File: src/rtl/bsa_pkg.sv
// Shared definitions for the bit-serial add/subtract controller and its datapath.
package bsa_pkg;

    typedef enum logic [1:0] {
        ST_IDLE = 2'd0,
        ST_RUN  = 2'd1,
        ST_DONE = 2'd2
    } state_e;

    localparam logic OP_ADD = 1'b0;
    localparam logic OP_SUB = 1'b1;

    // Bit-step counter width; never narrower than one bit.
    function automatic int unsigned cnt_width(input int unsigned width);
        return (width < 2) ? 1 : $clog2(width);
    endfunction

endpackage

File: src/rtl/bsa_datapath.sv
// One-bit full-add cell with operand/sum shift registers and carry flop, LSB first.
module bsa_datapath
    import bsa_pkg::*;
#(
    parameter int unsigned WIDTH = 8
) (
    input  logic             clk,
    input  logic             rst,
    input  logic             load,
    input  logic             step,
    input  logic             op,
    input  logic [WIDTH-1:0] a,
    input  logic [WIDTH-1:0] b,
    output logic [WIDTH-1:0] sum_next,
    output logic             carry_next,
    output logic             cmsb
);

    logic [WIDTH-1:0] opa_q;
    logic [WIDTH-1:0] opb_q;
    logic [WIDTH-1:0] sum_q;
    logic             carry_q;
    logic             s;

    assign s          = opa_q[0] ^ opb_q[0] ^ carry_q;
    assign carry_next = (opa_q[0] & opb_q[0]) | (carry_q & (opa_q[0] ^ opb_q[0]));
    assign sum_next   = {s, sum_q[WIDTH-1:1]};
    // During the final step the carry flop holds the carry into the MSB.
    assign cmsb       = carry_q;

    always_ff @(posedge clk or posedge rst) begin
        if (rst) begin
            opa_q   <= '0;
            opb_q   <= '0;
            sum_q   <= '0;
            carry_q <= 1'b0;
        end else if (load) begin
            opa_q   <= a;
            opb_q   <= (op == OP_SUB) ? ~b : b;
            sum_q   <= '0;
            carry_q <= (op == OP_ADD) ? 1'b0 : 1'b1;
        end else if (step) begin
            opa_q   <= opa_q >> 1;
            opb_q   <= opb_q >> 1;
            sum_q   <= sum_next;
            carry_q <= carry_next;
        end
    end

endmodule

File: src/rtl/bit_serial_addsub_ctrl.sv
// Bit-serial WIDTH-bit add/subtract sequencer with start/busy/done handshake.
// Define BSA_ABORT_EN to add an abort input that cancels a running operation.
module bit_serial_addsub_ctrl
    import bsa_pkg::*;
#(
    parameter int unsigned WIDTH = 8
) (
    input  logic             clk,
    input  logic             rst,
    input  logic             start,
    input  logic             op,
    input  logic [WIDTH-1:0] a,
    input  logic [WIDTH-1:0] b,
`ifdef BSA_ABORT_EN
    input  logic             abort,
`endif
    output logic             busy,
    output logic             done,
    output logic [WIDTH-1:0] result,
    output logic             cout,
    output logic             overflow
);

    localparam int unsigned    CW       = cnt_width(WIDTH);
    localparam logic [CW-1:0]  CNT_LAST = CW'(WIDTH - 1);

    state_e           state_q, state_d;
    logic [CW-1:0]    cnt_q;
    logic             load, step, last;
    logic             abort_run;
    logic [WIDTH-1:0] sum_next;
    logic             carry_next;
    logic             cmsb;

`ifdef BSA_ABORT_EN
    assign abort_run = abort;
`else
    assign abort_run = 1'b0;
`endif

    always_comb begin
        state_d = state_q;
        load    = 1'b0;
        step    = 1'b0;
        last    = 1'b0;
        case (state_q)
            ST_IDLE: begin
                if (start) begin
                    load    = 1'b1;
                    state_d = ST_RUN;
                end
            end
            ST_RUN: begin
                if (abort_run) begin
                    state_d = ST_IDLE;
                end else begin
                    step = 1'b1;
                    if (cnt_q == CNT_LAST) begin
                        last    = 1'b1;
                        state_d = ST_DONE;
                    end
                end
            end
            ST_DONE: begin
                // Back-to-back request: accept without an idle bubble.
                if (start) begin
                    load    = 1'b1;
                    state_d = ST_RUN;
                end else begin
                    state_d = ST_IDLE;
                end
            end
            default: state_d = ST_IDLE;
        endcase
    end

    always_ff @(posedge clk or posedge rst) begin
        if (rst) begin
            state_q  <= ST_IDLE;
            cnt_q    <= '0;
            result   <= '0;
            cout     <= 1'b0;
            overflow <= 1'b0;
        end else begin
            state_q <= state_d;
            if (load) begin
                cnt_q <= '0;
            end else if (step) begin
                cnt_q <= cnt_q + CW'(1);
            end
            if (last) begin
                result   <= sum_next;
                cout     <= carry_next;
                overflow <= cmsb ^ carry_next;
            end
        end
    end

    assign busy = (state_q == ST_RUN);
    assign done = (state_q == ST_DONE);

    bsa_datapath #(
        .WIDTH (WIDTH)
    ) u_datapath (
        .clk        (clk),
        .rst        (rst),
        .load       (load),
        .step       (step),
        .op         (op),
        .a          (a),
        .b          (b),
        .sum_next   (sum_next),
        .carry_next (carry_next),
        .cmsb       (cmsb)
    );

endmodule

File: config.mk
export PLATFORM = sky130hd
export DESIGN_NAME = bit_serial_addsub_ctrl
export DESIGN_NICKNAME = d
export VERILOG_FILES = /design/src/rtl/bsa_pkg.sv /design/src/rtl/bsa_datapath.sv /design/src/rtl/bit_serial_addsub_ctrl.sv
export SDC_FILE = /design/constraint.sdc
export NUM_CORES = 1
export LEC_CHECK = 0
export ABC_AREA = 1
export BUFFER_PORTS_ARGS = -buffer_cell sky130_fd_sc_hd__buf_2
export CORE_ASPECT_RATIO = 1.4
export CORE_MARGIN = 2
export CORE_UTILIZATION = 59
export DETAILED_ROUTE_END_ITERATION = 7
export PLACE_DENSITY = 0.83
export SLEW_MARGIN = 20
export SYNTH_ARGS = -nofsm -noshare
export SYNTH_HDL_FRONTEND = slang
export SYNTH_SLANG_ARGS = --single-unit
File: constraint.sdc
create_clock -name clk -period 4.47 [get_ports clk]
set_clock_uncertainty 0.2 [all_clocks]
set_input_delay 0.6705 -clock clk [delete_from_list [all_inputs] [get_ports clk]]
set_output_delay 0.6705 -clock clk [all_outputs]
set_load 0.1 [all_outputs]
==> results of run 1 <==
-- cell type report --
type,instances,area share (%)
Sequential cell,39,45.3
Multi-Input combinational cell,155,33.8
Timing Repair Buffer,32,7.56
Inverter,28,4.88
Clock buffer,6,3.37
Clock inverter,2,2.79
Tap cell,39,2.27
-- power groups by stage --
| stage | sequential, mW | combinational [mW] | clock, mW |
|---|---|---|---|
| 2_1_floorplan | 0.899 | 0.483 | 0 |
| 3_3_place_gp | 0.614 | 0.888 | 0 |
| 3_5_place_dp | 0.620 | 0.910 | 0 |
| 4_1_cts | 0.615 | 0.915 | 0.353 |
| 5_1_grt | 0.638 | 1.01 | 0.363 |
| 6_report | 0.614 | 0.901 | 0.344 |
-- final timing paths --
kind	end	from	slack, ps
max reg2reg	u_datapath.opb_q[0]	state_q[0]	2450
max	busy	state_q[0]	1760
min reg2reg	cnt_q[0]	cnt_q[0]	280
max in group asynchronous	u_datapath.opa_q[6]	rst	3460
min	u_datapath.sum_q[6]	rst	270
min in group clk	cnt_q[0]	cnt_q[0]	280
-- per-layer routing --
layer / track usage, % / vias up
met1: 28.7 / 678
met4: 8.77 / 0
met2: 37.3 / 38
met5: 0 / -
met3: 5.77 / 7
li1: - / 767
-- kinds of logic (layout without fill, tap and decap cells) --
family                     after synthesis  count (layout)  share of synthesized area, %
adders and majority gates                3               3                          2.43
AOI/OAI and AO/OA                       17              17                          6.20
buffers and inverters                   36              68                          8.29
DFF                                     39              39                          52.6
xor gates and xnor gates                 2               2                         0.944
and+or+nand+nor                        133             133                          29.6
-- through the flow --
| step | area (sq um) | power (mW) |
|---|---|---|
| after floorplan | 1860 | 1.38 |
| after global placement | 2020 | 1.50 |
| after detailed placement | 2020 | 1.53 |
| after CTS | 2150 | 1.88 |
| after global routing | 2150 | 2.02 |
| final | 2150 | 1.86 |
-- tightest hold or removal path: cells and delay by family --
family                 cells  cell delay, ps
buffers and inverters      3             540
-- flip-flops by register name, indices dropped and copies added, names as in the netlist --
name and count:
cout 1, overflow 1, cnt_q 3, u_datapath.opa_q 8, u_datapath.sum_q 7, state_q 2, u_datapath.opb_q 8, u_datapath.cmsb 1
result 8
-- placed cells by master, fill, tap and decap left out --
cell and instances:
a21oi_1 1, buf_2 31, buf_4 1, bufinv_16 2
clkbuf_1 1, clkbuf_8 5, dfrtp_1 39, fa_1 1
ha_1 2, inv_1 26, inv_2 2, nand2_1 100
nand2_2 1, nand2_4 1, nand3_1 26, nor2_1 4
nor2_4 1, o21ai_0 8, o21ai_2 8, xor2_1 2
==> flow_summary.ini, run 1 <==
[synth]
synth_seq_cells = 39
synth_most_common_cell = nand2_1
synth_edf_count = 0
synth.distinct_cells = 19
synth_fp_nets = 253
synth_top_cell_by_area = dfrtp_1
netlist_area_sq_um = 1860
async_flop_share_pct = 100
synth_top_area_share_pct = 52.6
syn_inst = 230
synth.area.top_cells = dfrtp_1 53%, nand2_1 20%, nand3_1 7.0%, inv_1 5.3%, o21ai_2 3.8%
synth-seq-area-share_pct = 52.6
synthFlopType = dfrtp_1
yosysWarnings = 0
avgSynthCellArea_sq_um = 8.07
synth_commonest_cells = 100 x nand2_1, 39 x dfrtp_1, 26 x inv_1, 26 x nand3_1

[cells_and_area]
antennaDiodeCount = 0
stdcell_count = 301
multi_input_area_sq_um = 727
seq_area_sq_um = 976
layout.core_utilization_pct = 70.3
area_growth_pct = 15.9
fin_nets = 284
fillCellCount = 270
drive_gt1_share_pct = 19.8

[setup_path]
required_ps = 3600
critPathBufInv = 2
worstPathMaxFanout = 15
critPathMaxStageDelay_ps = 620
start_kind = register
path_cells = inv_2 > nor2_4 > buf_2
r2r_cells = 4
endpoint_kind = output pin
critical_path.top_delay_family = flip-flops
crit_cells = 3
cp.arrival_ps = 1840
crit_type = reg -> out
cpMaxStageDelayCell = dfrtp_1

[die]
io_pins = 32
rows = 24
die_h_microns = 70.4
die_x_microns = 51.4
start_util_pct = 60.6
core_area_sq_um = 3060
die_area_sq_um = 3620

[grt]
grt_use_total_pct = 22.8
grt_max_degree = 40
grt_pass1_vias = 1465
grt.overflow.total = 0
grt_pass1_wl_microns = 6200
antenna_found_initial = 0

[clock_tree]
numCtsBuffers = 5
htree_levels = 2
cts_resized = 0
cts_sinks = 39
cts_hold_buf = 0
cts_setup_buffers = 0
clk_latency_ps = 300
cts_buffer_depth = 2
root_buffer = clkbuf_8
clk_pin_slew_ps = 80
cts_tree = done

[route]
route.met3.wl_microns = 180
routed_wl_microns = 3340
m1WireLength_microns = 1370
highest_layer = met4
drc = 0
wire_per_inst_microns = 11.1
vias = 1490
route.met2.wl_microns = 1720
ant_nets = 0
routed_via_density = 4.95
drt_pre_antenna_iters = 4
drt_iter0_drc = 70

[timing]
finalSetupViolCount = 0
hold_viol = 0
finalHoldWorstSlack_ps = 273
fin_crit_ps = 2710
tightest_slew_ps = 1020
finalWorstSetupSlack_ps = 1760
setup_tns_ps = 0
drv_slew = 0
clock.fmax_mhz = 369
post-route-period-util_pct = 60.6
slew_headroom_pct = 32.0
rsz0062_at_grt = no

[place]
portBuffers = 31
gp_congestion = 0.833
post-place-ws_ps = 2090
dpl.hpwl_microns = 2310
numPlacedInstances = 293

[hold_path]
hold_class = in -> async

[power]
p_comb_share_pct = 48.5
power.internal_uw = 952
vdd.ir_drop.worst_uv = 553
pwr-share-clk_pct = 18.5
powerDensity_nw_per_um2 = 864
p_leak_nw = 1.21
netSwitchingFraction_pct = 48.8
seq_power_share_pct = 33.0
switchingPower_uw = 908

[job]
maxCapViolCount = 0

[outcome]
status = finished, final reports clean
Note: power is estimated with default switching activity, not from simulation.
==> run 2: changes to the inputs <==
--- a/config.mk
+++ b/config.mk
@@ -9,9 +9,9 @@
 export BUFFER_PORTS_ARGS = -buffer_cell sky130_fd_sc_hd__buf_2
 export CORE_ASPECT_RATIO = 1.4
 export CORE_MARGIN = 2
-export CORE_UTILIZATION = 59
+export CORE_UTILIZATION = 55
 export DETAILED_ROUTE_END_ITERATION = 7
-export PLACE_DENSITY = 0.83
+export PLACE_DENSITY = 0.78
 export SLEW_MARGIN = 20
 export SYNTH_ARGS = -nofsm -noshare
 export SYNTH_HDL_FRONTEND = slang
==> constraint.sdc (replaced) <==
create_clock -name clk -period 2.8 [get_ports clk]
set_clock_uncertainty 0.2 [all_clocks]
set_input_delay 0.42 -clock clk [delete_from_list [all_inputs] [get_ports clk]]
set_output_delay 0.42 -clock clk [all_outputs]
set_load 0.1 [all_outputs]
==> flow_summary.ini, run 2 (synthesized netlist as in run 1, its figures left out) <==
[setup_path]
startpoint = state_q[0]
timing.rr.start = state_q[0]
crit_type = reg -> out
reg2reg_slack_ps = 880
r2r-end = result[2]
cp.arrival_ps = 1590
r2r_cells = 6
worstPathMaxFanout = 15
crit_end = busy
required_ps = 2180
endpoint_kind = output pin
start_kind = register

[power]
seq_power_share_pct = 33.9
p_leak_nw = 1.21
switchingPower_mw = 1.46
p_comb_share_pct = 50.2
pwr-share-clk_pct = 15.9
p_total_mw = 2.90
netSwitchingFraction_pct = 50.4
power.internal_mw = 1.44
vdd.ir_drop.worst_uv = 726
powerDensity_nw_per_um2 = 1350

[timing]
tightest_slew_ps = 478
setup_tns_ps = 0
drv_slew = 0
clock.fmax_mhz = 452
finalHoldWorstSlack_ps = 28.6
slew_headroom_pct = 68.2
finalSetupViolCount = 0
fin_crit_ps = 2210
post-route-period-util_pct = 79.0
rsz0062_at_grt = no
finalWorstSetupSlack_ps = 587
hold_viol = 0

[grt]
grt_max_degree = 40
grt_pass1_vias = 1425
grt_use_total_pct = 20.9
grt_pass1_wl_microns = 5920
grt.overflow.total = 0
antenna_found_initial = 0

[die]
core_area_sq_um = 3320
die_area_sq_um = 3860
die_h_microns = 72.8
die_x_microns = 53.1
io_pins = 32
start_util_pct = 56.0
rows = 25

[clock_tree]
clk_latency_ps = 290
cts_buffer_depth = 2
cts_resized = 0
cts_tree = done
cts_hold_buf = 0
root_buffer = clkbuf_8
numCtsBuffers = 5
htree_levels = 2
clk_pin_slew_ps = 80
cts_sinks = 39
cts_setup_buffers = 0

[route]
routed_wl_microns = 3370
routed_via_density = 5.02
wire_per_inst_microns = 11.1
vias = 1526
drc = 0
drt_pre_antenna_iters = 4
drt_iter0_drc = 50
ant_nets = 0

[place]
post-place-ws_ps = 919
dpl.hpwl_microns = 2350
portBuffers = 31
placed_area_sq_um = 2040
gp_congestion = 0.830

[cells_and_area]
final_common_cell = nand2_1
most-common-layout-cells = 100 x nand2_1, 39 x dfrtp_1, 31 x buf_2
seq_area_sq_um = 976
fin_area_sq_um = 2150
drive_gt1_share_pct = 20.8
multi_input_area_sq_um = 727
fin_nets = 286
antennaDiodeCount = 0
fillCellCount = 313
top_regs = result x8, u_datapath.opa_q x8, u_datapath.opb_q x8
area_growth_pct = 15.7

[hold_path]
hold_class = in -> async

[job]
maxCapViolCount = 0

[outcome]
status = finished, final reports clean
==> run 2: cell count changes in the layout (fill, tap and decap cells not counted) <==
cell	previous run	this run
clkinv_4	0	1
bufinv_16	2	1
clkinv_2	0	1
clkbuf_1	1	0
buf_4	1	3
==> run 2: through the flow <==
stage / util (%) / instances
after floorplan: - / 230
after global placement: 61.4 / 296
after detailed placement: 61.4 / 296
after CTS: 64.8 / 304
after global routing: 64.8 / 304
final: 64.8 / 304
==> run 2: final cells by class <==
class / instances / area share [%]
sequential: 39 / 45.4
multi-input combinational: 155 / 33.8
timing repair buffer: 34 / 8.27
inverter: 28 / 4.89
clock buffer: 5 / 3.20
tap: 40 / 2.33
clock inverter: 3 / 2.04
==> run 2: power by group through the flow <==
stage	Combinational, mW	Clock [mW]	Sequential (mW)
floorplan	0.772	0	1.44
finish	1.46	0.463	0.985
global placement	1.44	0	0.983
CTS	1.47	0.475	0.983
global route	1.60	0.500	1.02
detailed placement	1.46	0	0.989
==> run 2: worst min path at each step <==
| stage | startpoint | endpoint | slack [ps] | cells after the start |
|---|---|---|---|---|
| floorplan | u_datapath.opa_q[7] | u_datapath.opa_q[7] | 240 | 2 |
| global placement | cnt_q[1] | cnt_q[1] | 260 | 2 |
| detailed placement | result[6] | result[6] | 260 | 2 |
| CTS | rst | result[5] | 40 | 3 |
| global route | rst | u_datapath.sum_q[5] | 60 | 3 |
| finish | rst | state_q[1] | 30 | 3 |
==> run 2: per-layer routing <==
metal,vias to the layer above,global-route usage [%],part of all wire [%]
met5,-,0,0
li1,769,-,-
met4,0,7.69,1.8
met1,704,24.2,42
met2,47,36.4,51
met3,6,5.53,4.5
==> run 2: worst max-delay path, cell delays in order, from the launching register on <==
cell,delay [ps]
dfrtp_1,640
inv_2,120
nor2_4,110
buf_2,430
